==> config.mk <==
export PLATFORM = sky130hd
export DESIGN_NAME = alu_exec_unit_flat
export DESIGN_NICKNAME = d
export VERILOG_FILES = /design/src/rtl/alu_exec_if.sv /design/src/rtl/alu_exec_unit.sv /design/src/flat_wrapper.sv
export SDC_FILE = /design/constraint.sdc
export NUM_CORES = 1
export LEC_CHECK = 0
export ABC_AREA = 1
export BUFFER_PORTS_ARGS = -buffer_cell sky130_fd_sc_hd__buf_2
export CAP_MARGIN = 20
export CORE_MARGIN = 1
export CORE_UTILIZATION = 32
export DETAILED_ROUTE_END_ITERATION = 6
export GPL_TIMING_DRIVEN = 0
export RECOVER_POWER = 50
export SLEW_MARGIN = 10
export SYNTH_ARGS = -nofsm -noshare
export SYNTH_HDL_FRONTEND = slang
export SYNTH_SLANG_ARGS = --single-unit
==> constraint.sdc <==
create_clock -name clk -period 3.5 [get_ports clk]
set_input_delay 0 -clock clk [delete_from_list [all_inputs] [get_ports clk]]
set_output_delay 0 -clock clk [all_outputs]
set_load 0.02 [all_outputs]
==> src/rtl/alu_exec_if.sv <==
// Operand/control bundle into the ALU execute stage and its registered results.
interface alu_exec_if;
  logic        in_valid;
  logic [1:0]  aluop;
  logic [3:0]  funct;
  logic [31:0] src_a;
  logic [31:0] src_b;
  logic [31:0] pc;
  logic [31:0] br_offset;
  logic        out_valid;
  logic [31:0] result;
  logic        zout;
  logic        nout;
  logic        cout;
  logic        ovf;
  logic [2:0]  gout;
  logic [31:0] pc_plus4;
  logic [31:0] br_target;

  modport master (
    output in_valid, aluop, funct, src_a, src_b, pc, br_offset,
    input  out_valid, result, zout, nout, cout, ovf, gout, pc_plus4, br_target
  );

  modport slave (
    input  in_valid, aluop, funct, src_a, src_b, pc, br_offset,
    output out_valid, result, zout, nout, cout, ovf, gout, pc_plus4, br_target
  );
endinterface

==> src/rtl/alu_exec_unit.sv <==
// Single-cycle ALU execute stage: operation decode, ALU with flags, and
// next-pc / branch-target adders, all results registered.
module alu_exec_unit #(
  parameter logic [31:0] PC_STEP = 32'h4
) (
  input  logic        clk,
  input  logic        rst,
  alu_exec_if.slave   bus
);

  logic [2:0]  op;
  logic [32:0] add_w;
  logic [32:0] sub_w;
  logic [31:0] alu_res;
  logic        alu_c;
  logic        alu_v;
  logic [31:0] pc4;

  // Later funct matches override earlier ones.
  always_comb begin
    op = 3'b010;
    if (bus.aluop[1]) begin
      if (bus.funct[3] && bus.funct[1])  op = 3'b111;
      if (!bus.funct[3] && bus.funct[1]) op = 3'b110;
      if (bus.funct[2] && bus.funct[0])  op = 3'b001;
      if (bus.funct[2] && !bus.funct[0]) op = 3'b000;
    end else if (bus.aluop[0]) begin
      op = 3'b110;
    end
  end

  assign add_w = {1'b0, bus.src_a} + {1'b0, bus.src_b};
  assign sub_w = {1'b0, bus.src_a} - {1'b0, bus.src_b};

  always_comb begin
    alu_res = 32'h0;
    alu_c   = 1'b0;
    alu_v   = 1'b0;
    unique case (op)
      3'b010: begin
        alu_res = add_w[31:0];
        alu_c   = add_w[32];
        alu_v   = (bus.src_a[31] == bus.src_b[31]) && (add_w[31] != bus.src_a[31]);
      end
      3'b110: begin
        alu_res = sub_w[31:0];
        alu_c   = ~sub_w[32];
        alu_v   = (bus.src_a[31] != bus.src_b[31]) && (sub_w[31] != bus.src_a[31]);
      end
      3'b000: alu_res = bus.src_a & bus.src_b;
      3'b001: alu_res = bus.src_a | bus.src_b;
      3'b111: alu_res = ($signed(bus.src_a) < $signed(bus.src_b)) ? 32'h1 : 32'h0;
      default: alu_res = 32'h0;
    endcase
  end

  assign pc4 = bus.pc + PC_STEP;

  logic        out_valid_q;
  logic [31:0] result_q;
  logic        zout_q;
  logic        nout_q;
  logic        cout_q;
  logic        ovf_q;
  logic [2:0]  gout_q;
  logic [31:0] pc_plus4_q;
  logic [31:0] br_target_q;

  // Reset leaves zout set so the flags agree with the zeroed result.
  always_ff @(posedge clk or posedge rst) begin
    if (rst) begin
      out_valid_q <= 1'b0;
      result_q    <= 32'h0;
      zout_q      <= 1'b1;
      nout_q      <= 1'b0;
      cout_q      <= 1'b0;
      ovf_q       <= 1'b0;
      gout_q      <= 3'b000;
      pc_plus4_q  <= 32'h0;
      br_target_q <= 32'h0;
    end else if (bus.in_valid) begin
      out_valid_q <= 1'b1;
      result_q    <= alu_res;
      zout_q      <= (alu_res == 32'h0);
      nout_q      <= alu_res[31];
      cout_q      <= alu_c;
      ovf_q       <= alu_v;
      gout_q      <= op;
      pc_plus4_q  <= pc4;
      br_target_q <= pc4 + bus.br_offset;
    end else begin
      out_valid_q <= 1'b0;
    end
  end

  assign bus.out_valid = out_valid_q;
  assign bus.result    = result_q;
  assign bus.zout      = zout_q;
  assign bus.nout      = nout_q;
  assign bus.cout      = cout_q;
  assign bus.ovf       = ovf_q;
  assign bus.gout      = gout_q;
  assign bus.pc_plus4  = pc_plus4_q;
  assign bus.br_target = br_target_q;

endmodule

==> src/flat_wrapper.sv <==
// flat-port wrapper written by rule: the top's interface ports become plain ports
module alu_exec_unit_flat 
#(
  parameter logic [31:0] PC_STEP = 32'h4
)
  (clk, rst, bus_in_valid, bus_aluop, bus_funct, bus_src_a, bus_src_b, bus_pc, bus_br_offset, bus_out_valid, bus_result, bus_zout, bus_nout, bus_cout, bus_ovf, bus_gout, bus_pc_plus4, bus_br_target);
  alu_exec_if bus_i ();
  input  logic clk;
  input  logic rst;
  input wire logic [$bits(bus_i.in_valid)-1:0] bus_in_valid;
  input wire logic [$bits(bus_i.aluop)-1:0] bus_aluop;
  input wire logic [$bits(bus_i.funct)-1:0] bus_funct;
  input wire logic [$bits(bus_i.src_a)-1:0] bus_src_a;
  input wire logic [$bits(bus_i.src_b)-1:0] bus_src_b;
  input wire logic [$bits(bus_i.pc)-1:0] bus_pc;
  input wire logic [$bits(bus_i.br_offset)-1:0] bus_br_offset;
  output wire logic [$bits(bus_i.out_valid)-1:0] bus_out_valid;
  output wire logic [$bits(bus_i.result)-1:0] bus_result;
  output wire logic [$bits(bus_i.zout)-1:0] bus_zout;
  output wire logic [$bits(bus_i.nout)-1:0] bus_nout;
  output wire logic [$bits(bus_i.cout)-1:0] bus_cout;
  output wire logic [$bits(bus_i.ovf)-1:0] bus_ovf;
  output wire logic [$bits(bus_i.gout)-1:0] bus_gout;
  output wire logic [$bits(bus_i.pc_plus4)-1:0] bus_pc_plus4;
  output wire logic [$bits(bus_i.br_target)-1:0] bus_br_target;
  assign bus_i.in_valid = bus_in_valid;
  assign bus_i.aluop = bus_aluop;
  assign bus_i.funct = bus_funct;
  assign bus_i.src_a = bus_src_a;
  assign bus_i.src_b = bus_src_b;
  assign bus_i.pc = bus_pc;
  assign bus_i.br_offset = bus_br_offset;
  assign bus_out_valid = bus_i.out_valid;
  assign bus_result = bus_i.result;
  assign bus_zout = bus_i.zout;
  assign bus_nout = bus_i.nout;
  assign bus_cout = bus_i.cout;
  assign bus_ovf = bus_i.ovf;
  assign bus_gout = bus_i.gout;
  assign bus_pc_plus4 = bus_i.pc_plus4;
  assign bus_br_target = bus_i.br_target;
  alu_exec_unit #(.PC_STEP(PC_STEP)) u_core (.clk(clk), .rst(rst), .bus(bus_i));
endmodule
# After elaboration in Yosys (flattened, before gate mapping)
# Cells that the tools add are included.
# classes
add_sub_neg	4
n_lt_le_gt_ge	1
n_eq_ne	8
muxes	11
bitwise_logic	3
n_reduce_logical	10
# ops
cell	n
32-bit case mux with 5 select lines	1
32-bit by 32-bit adder with 33-bit output	1
32-bit by 32-bit subtractor with 33-bit output	1
32-bit by 3-bit adder with 32-bit output (second input constant)	1
32-bit adder	1
32-bit bitwise AND	1
32-bit logical NOT	1
32-bit < comparator	1
32-bit bitwise OR	1
3-bit two-way mux	6
3-bit == test (second input constant)	2
1-bit logical AND	6
1-bit case mux with 2 select lines	2
3-bit by 1-bit == test with 1-bit output (second input constant)	1
3-bit by 2-bit == test with 1-bit output (second input constant)	1
3-bit logical NOT	1
1-bit != test	3
1-bit logical NOT	2
1-bit two-way mux	2
1-bit == test	1
1-bit NOT	1
# word_totals
register_bits	104
input_bits	137
out_inout_bits	104
wordCells	46

# Logic depth before layout (Yosys ltp)
# depth
depth_word	9
mapped_depth	25
ltp_nobuf	25

# Least setup slack after synthesis
# OpenSTA, ideal clock, no wires.
# synth_path
path_kind	in2reg
start	input port bus_pc[2]
end	register u_core.br_target_q[31], in the netlist u_core.bus.br_target[31]
setup_ns	0.133
arrival_time_ns	2.703
required_ns	3.367
path_slack_ns	0.664
cell_stages	25
path_buffers	0
path_cell_list	ha_1 > nand2_1 > nor2_2 > nand2_2 > nor2_4 > nand2_2 > nor3_4 > nand2_2 > inv_2 > nand2_2 > nor3_4 > nand4_1 > or2_1 > nand2_1 > inv_1 > ha_1 > nand2_1 > inv_1 > a21oi_1 > nor4_1 > nor2_1 > o211ai_1 > a21oi_1 > xnor2_1 > o21ai_0
# synth_between
elab_chain_cells	2
# synth_rtl
element	line	text
start, declared	flat_wrapper.sv:15	input wire logic [$bits(bus_i.pc)-1:0] bus_pc;
32-bit by 3-bit adder with 32-bit output	alu_exec_unit.sv:57	assign pc4 = bus.pc + PC_STEP;
via u_core.pc4[26]	alu_exec_unit.sv:17	logic [31:0] pc4;
32-bit adder	alu_exec_unit.sv:90	br_target_q <= pc4 + bus.br_offset;
end signal, assigned	alu_exec_unit.sv:90	
end, declared	alu_exec_unit.sv:67	logic [31:0] br_target_q;
# The timed path passes the listed nets, and every way through them passes these cells.
# A chain may end at the register's enable or synchronous reset.

# Final worst setup path
# Same ends and word-level chain as after synthesis.

==> metrics.md <==
| Metric | Value |
|---|---|
| Vias per std cell | `4.92` |
| Max cap viols | `1` |
| Final net count | `roughly 2600` |
| Vias in the first global route | `12700` |
| Pwr dens | `331 nW/um^2` |
| Top post-synthesis cells by count | `638 x nand2_1, 333 x inv_1, 214 x nor2_1` |
| Port Buffers | `240` |
| Final worst path period share | `93.5%` |
| Pin count of the biggest net entering global routing | `between 70 and 80` |
| Fill cell count | `between 4000 and 5000` |
| Multi-input combinational cell area | `between 8000 and 9000 um^2` |
| Slew HR | `-8.91%` |
| Clock-pin slew on the worst setup and hold paths | `0.07 ns` |
| Tightest Pin Transition | `around 1.6 ns` |
| Post-synth ARST share | `100%` |
| DR WL/cell | `approximately 17 um` |
| CP max stage cell | `ha_2` |
| Design Power | `about 0.0048 W` |
| Status | `complete, but fails checks` |
| Synth Cell Area | `12400 um^2` |
| Syn Inst Count | `approximately 2100` |
| Die Ht | `a little under 200 um` |
| Total global-route track usage | `roughly 24%` |
| Min-delay worst type | `in -> reg` |
| Core Region | `roughly 38000 um^2` |
| Antenna diodes | `0` |
| Critical Path Fanout Max | `5` |
| I/O pin cnt | `241` |
| Die Wd | `199 um` |
| Yosys reg bits | `about 100` |
| Yosys warns | `0` |
| Setup CP Type | `in -> reg` |
| Slowest stage delay, CP | `0.31 ns` |
| Synth area leaders | `dfrtp_1 21%, nand2_1 19%, ha_1 14%` |
| Via count | `between 10000 and 15000` |
| Peak Freq | `0.305 GHz` |
| Most frequent cell after synthesis | `nand2_1` |
| CP Capture Type | `flip-flop` |
| FF+latch area | `2580 um^2` |
| CTS tree | `yes` |
| Clk sinks | `just over 100` |
| Drt first pass iters | `5` |
| Delay-heaviest family, CP | `simple AND/OR/NAND/NOR gates` |
| Max Root-Sink Buffers | `2` |
| Failing checks | `max-capacitance violations, max-slew violations` |
| Initial Util | `about a third` |
| Peak supply drop | `between 200 and 250 uV` |
| Pleak | `8.25 nW` |
| Period minus WS final | `3.27 ns` |
| Ratio of cells with drive above 1 in the final layout | `between 10% and 20%` |
| Critical path startpoint category | `input port` |
| Final setup fails | `0` |
| Final WS setup | `0.226 ns` |
| Gp weighted congestion | `approximately 0.95` |
| Number of synthesized flops with an enable pin | `0` |
| Top cell type's share of synthesized area | `just over 20%` |
| Register area share after synthesis | `around a fifth` |
| Cell mode on critical path | `nand2_2` |
| Setup TNS | `0 ns` |
| Final Max Tran Viols | `33` |
| # rows | `71` |
| Inserted Clock Buffers | `9` |
| Global-route wire length before repair | `73000 um` |
| Post-route design area | `between 10000 and 15000 um^2` |
| GR Overflow Total | `0` |
| Buffers & Inverters on Critical Path | `4` |
| Antenna viol nets, final | `0` |
| Setup repair after global routing missed its margin | `yes` |
| WP data required | `around 3.7 ns` |
| Worst-Skew Late Latency | `approximately 0.37 ns` |
| Area delta synth->final | `18.0%` |
| Initial antenna violation count | `2` |
| Syn_area_per_cell | `5.98 um^2` |
| Setup WS pre-CTS | `-0.309 ns` |
| Hold slack | `0.00237 ns` |
| Final-report hold violation count | `0` |
| Detailed Route Iter0 Violations | `1051` |
| Arr. time, crit path | `roughly 3.5 ns` |
| Root Driver | `clkbuf_16` |
| DP HPWL | `41900 um` |
| Syn Nets | `between 2000 and 2500` |
| Worst Clk Skew | `0 ns` |
| Main synth FF type | `dfrtp_1` |
| Final WL | `slightly below 50000 um` |
| Post-DP Area | `around 14000 um^2` |
| Die area | `approximately 40000 um^2` |
| H-tree levels | `3` |
| Biggest area consumer among synthesized cells | `dfrtp_1` |
| DRC | `0` |
| Yosys cell types | `44` |
placed cells by master (no fill, tap or decap), types with 3 or more instances in the layout:
master         netlist  final
inv_1              333    332
nand3b_1             3      3
xnor2_1             10     10
dfrtp_1            102    102
nand2_1            638    637
o21ai_0             95     95
clkbuf_1            19     81
fa_1                 3      3
or2_2               11     11
nand2_2              6      7
nor2_1             214    214
buf_1                9      9
nand4_1             22     22
buf_2               29    208
clkbuf_16            0      9
nor4_1              11     10
a21oi_1            133    131
inv_2                5      5
a31oi_1             12     12
o31ai_1              3      3
nor3_4               3      3
nor3_2               3      3
nand3_1            164    163
o21ai_1              9      9
nor3_1              19     19
o21bai_1            18     18
xor2_1              31     31
nor2_2               4      4
ha_1               134    132
dlygate4sd3_1        0     10
a21boi_0             5      5
a21o_1               7      7
a21oi_2              1      3
cell families (layout without fill, tap and decap cells):
| kind of cell | count (synthesis) | after routing | share of synthesized area [%] |
|---|---|---|---|
| flip-flops | 103 | 103 | 20.8 |
| AO/OA/AOI/OAI | 290 | 290 | 12.7 |
| adder cells (fa/ha/maj) | 137 | 137 | 14.0 |
| buffers and inverters | 397 | 665 | 12.4 |
| XOR/XNOR | 41 | 41 | 2.90 |
| AND/OR/NAND/NOR | 1105 | 1105 | 37.2 |
power breakdown:
part | total (W) | switching (W) | internal [W]
sequential | 0.00150 | 0.000130 | 0.00137
clock | 0.00108 | 0.000507 | 0.000568
combinational | 0.00227 | 0.00158 | 0.000685
total | 0.00484 | 0.00222 | 0.00262
stage by stage:
step / std cells / utilization (%)
floorplan: 2073 / -
global placement: 2824 / 37.5
detailed placement: 2825 / 37.6
CTS: 2851 / 38.7
global route: 2852 / 38.6
finish: 2852 / 38.6
final cells by class:
type | count | share of cell area [%]
Clock buffer | 10 | 1.57
Timing Repair Buffer | 252 | 8.61
Sequential cell | 103 | 17.6
Tap cell | 511 | 4.37
Clock inverter | 6 | 0.522
Inverter | 338 | 8.68
Multi-Input combinational cell | 1573 | 56.8
Buffer | 59 | 1.80
path summary, 6_finish.rpt:
kind                                              from                       end  slack (ns)  cells past startpoint
max in group asynchronous                          rst           u_core.bus.zout        1.94                      4
min in group asynchronous                          rst  u_core.bus.br_target[26]        0.56                      3
worst min register to register  u_core.bus.pc_plus4[3]    u_core.bus.pc_plus4[3]        0.48                      2
worst max-delay path                         bus_pc[2]  u_core.bus.br_target[31]        0.23                     26
worst min-delay path                        bus_pc[30]   u_core.bus.pc_plus4[30]       0.002                      3
worst max register to register    u_core.bus.result[0]      u_core.bus.result[0]        2.74                      2
flip-flops by register name (all words and copies together) (netlist names):
name and flops:
u_core.bus.ovf 1, u_core.bus.cout 1, u_core.bus.out_valid 1, u_core.bus.nout 1
u_core.bus.pc_plus4 32, u_core.bus.result 31, u_core.bus.br_target 32, u_core.bus.zout 1
u_core.bus.gout 3
layer usage:
metal / track usage [%] / vias up / share of wire [%]
li1: - / 7061 / -
met1: 35.2 / 6439 / 48
met2: 37.7 / 496 / 44
met3: 3.20 / 48 / 6.1
met4: 6.15 / 2 / 2.2
met5: 0 / - / 0.026
worst register-to-register path, cell delays in order (launching register included):
cell and delay [ns]:
dfrtp_1 0.45, nor2_1 0.12, a31oi_1 0.05
what timing repair did:
item	CTS	global route
setup buffers	0	1
hold buffers	10	0
gates resized for setup	0	7
endpoints found under the hold margin	52	0
endpoints found under the setup margin	0	3
Power figures use the tool's default switching activity.
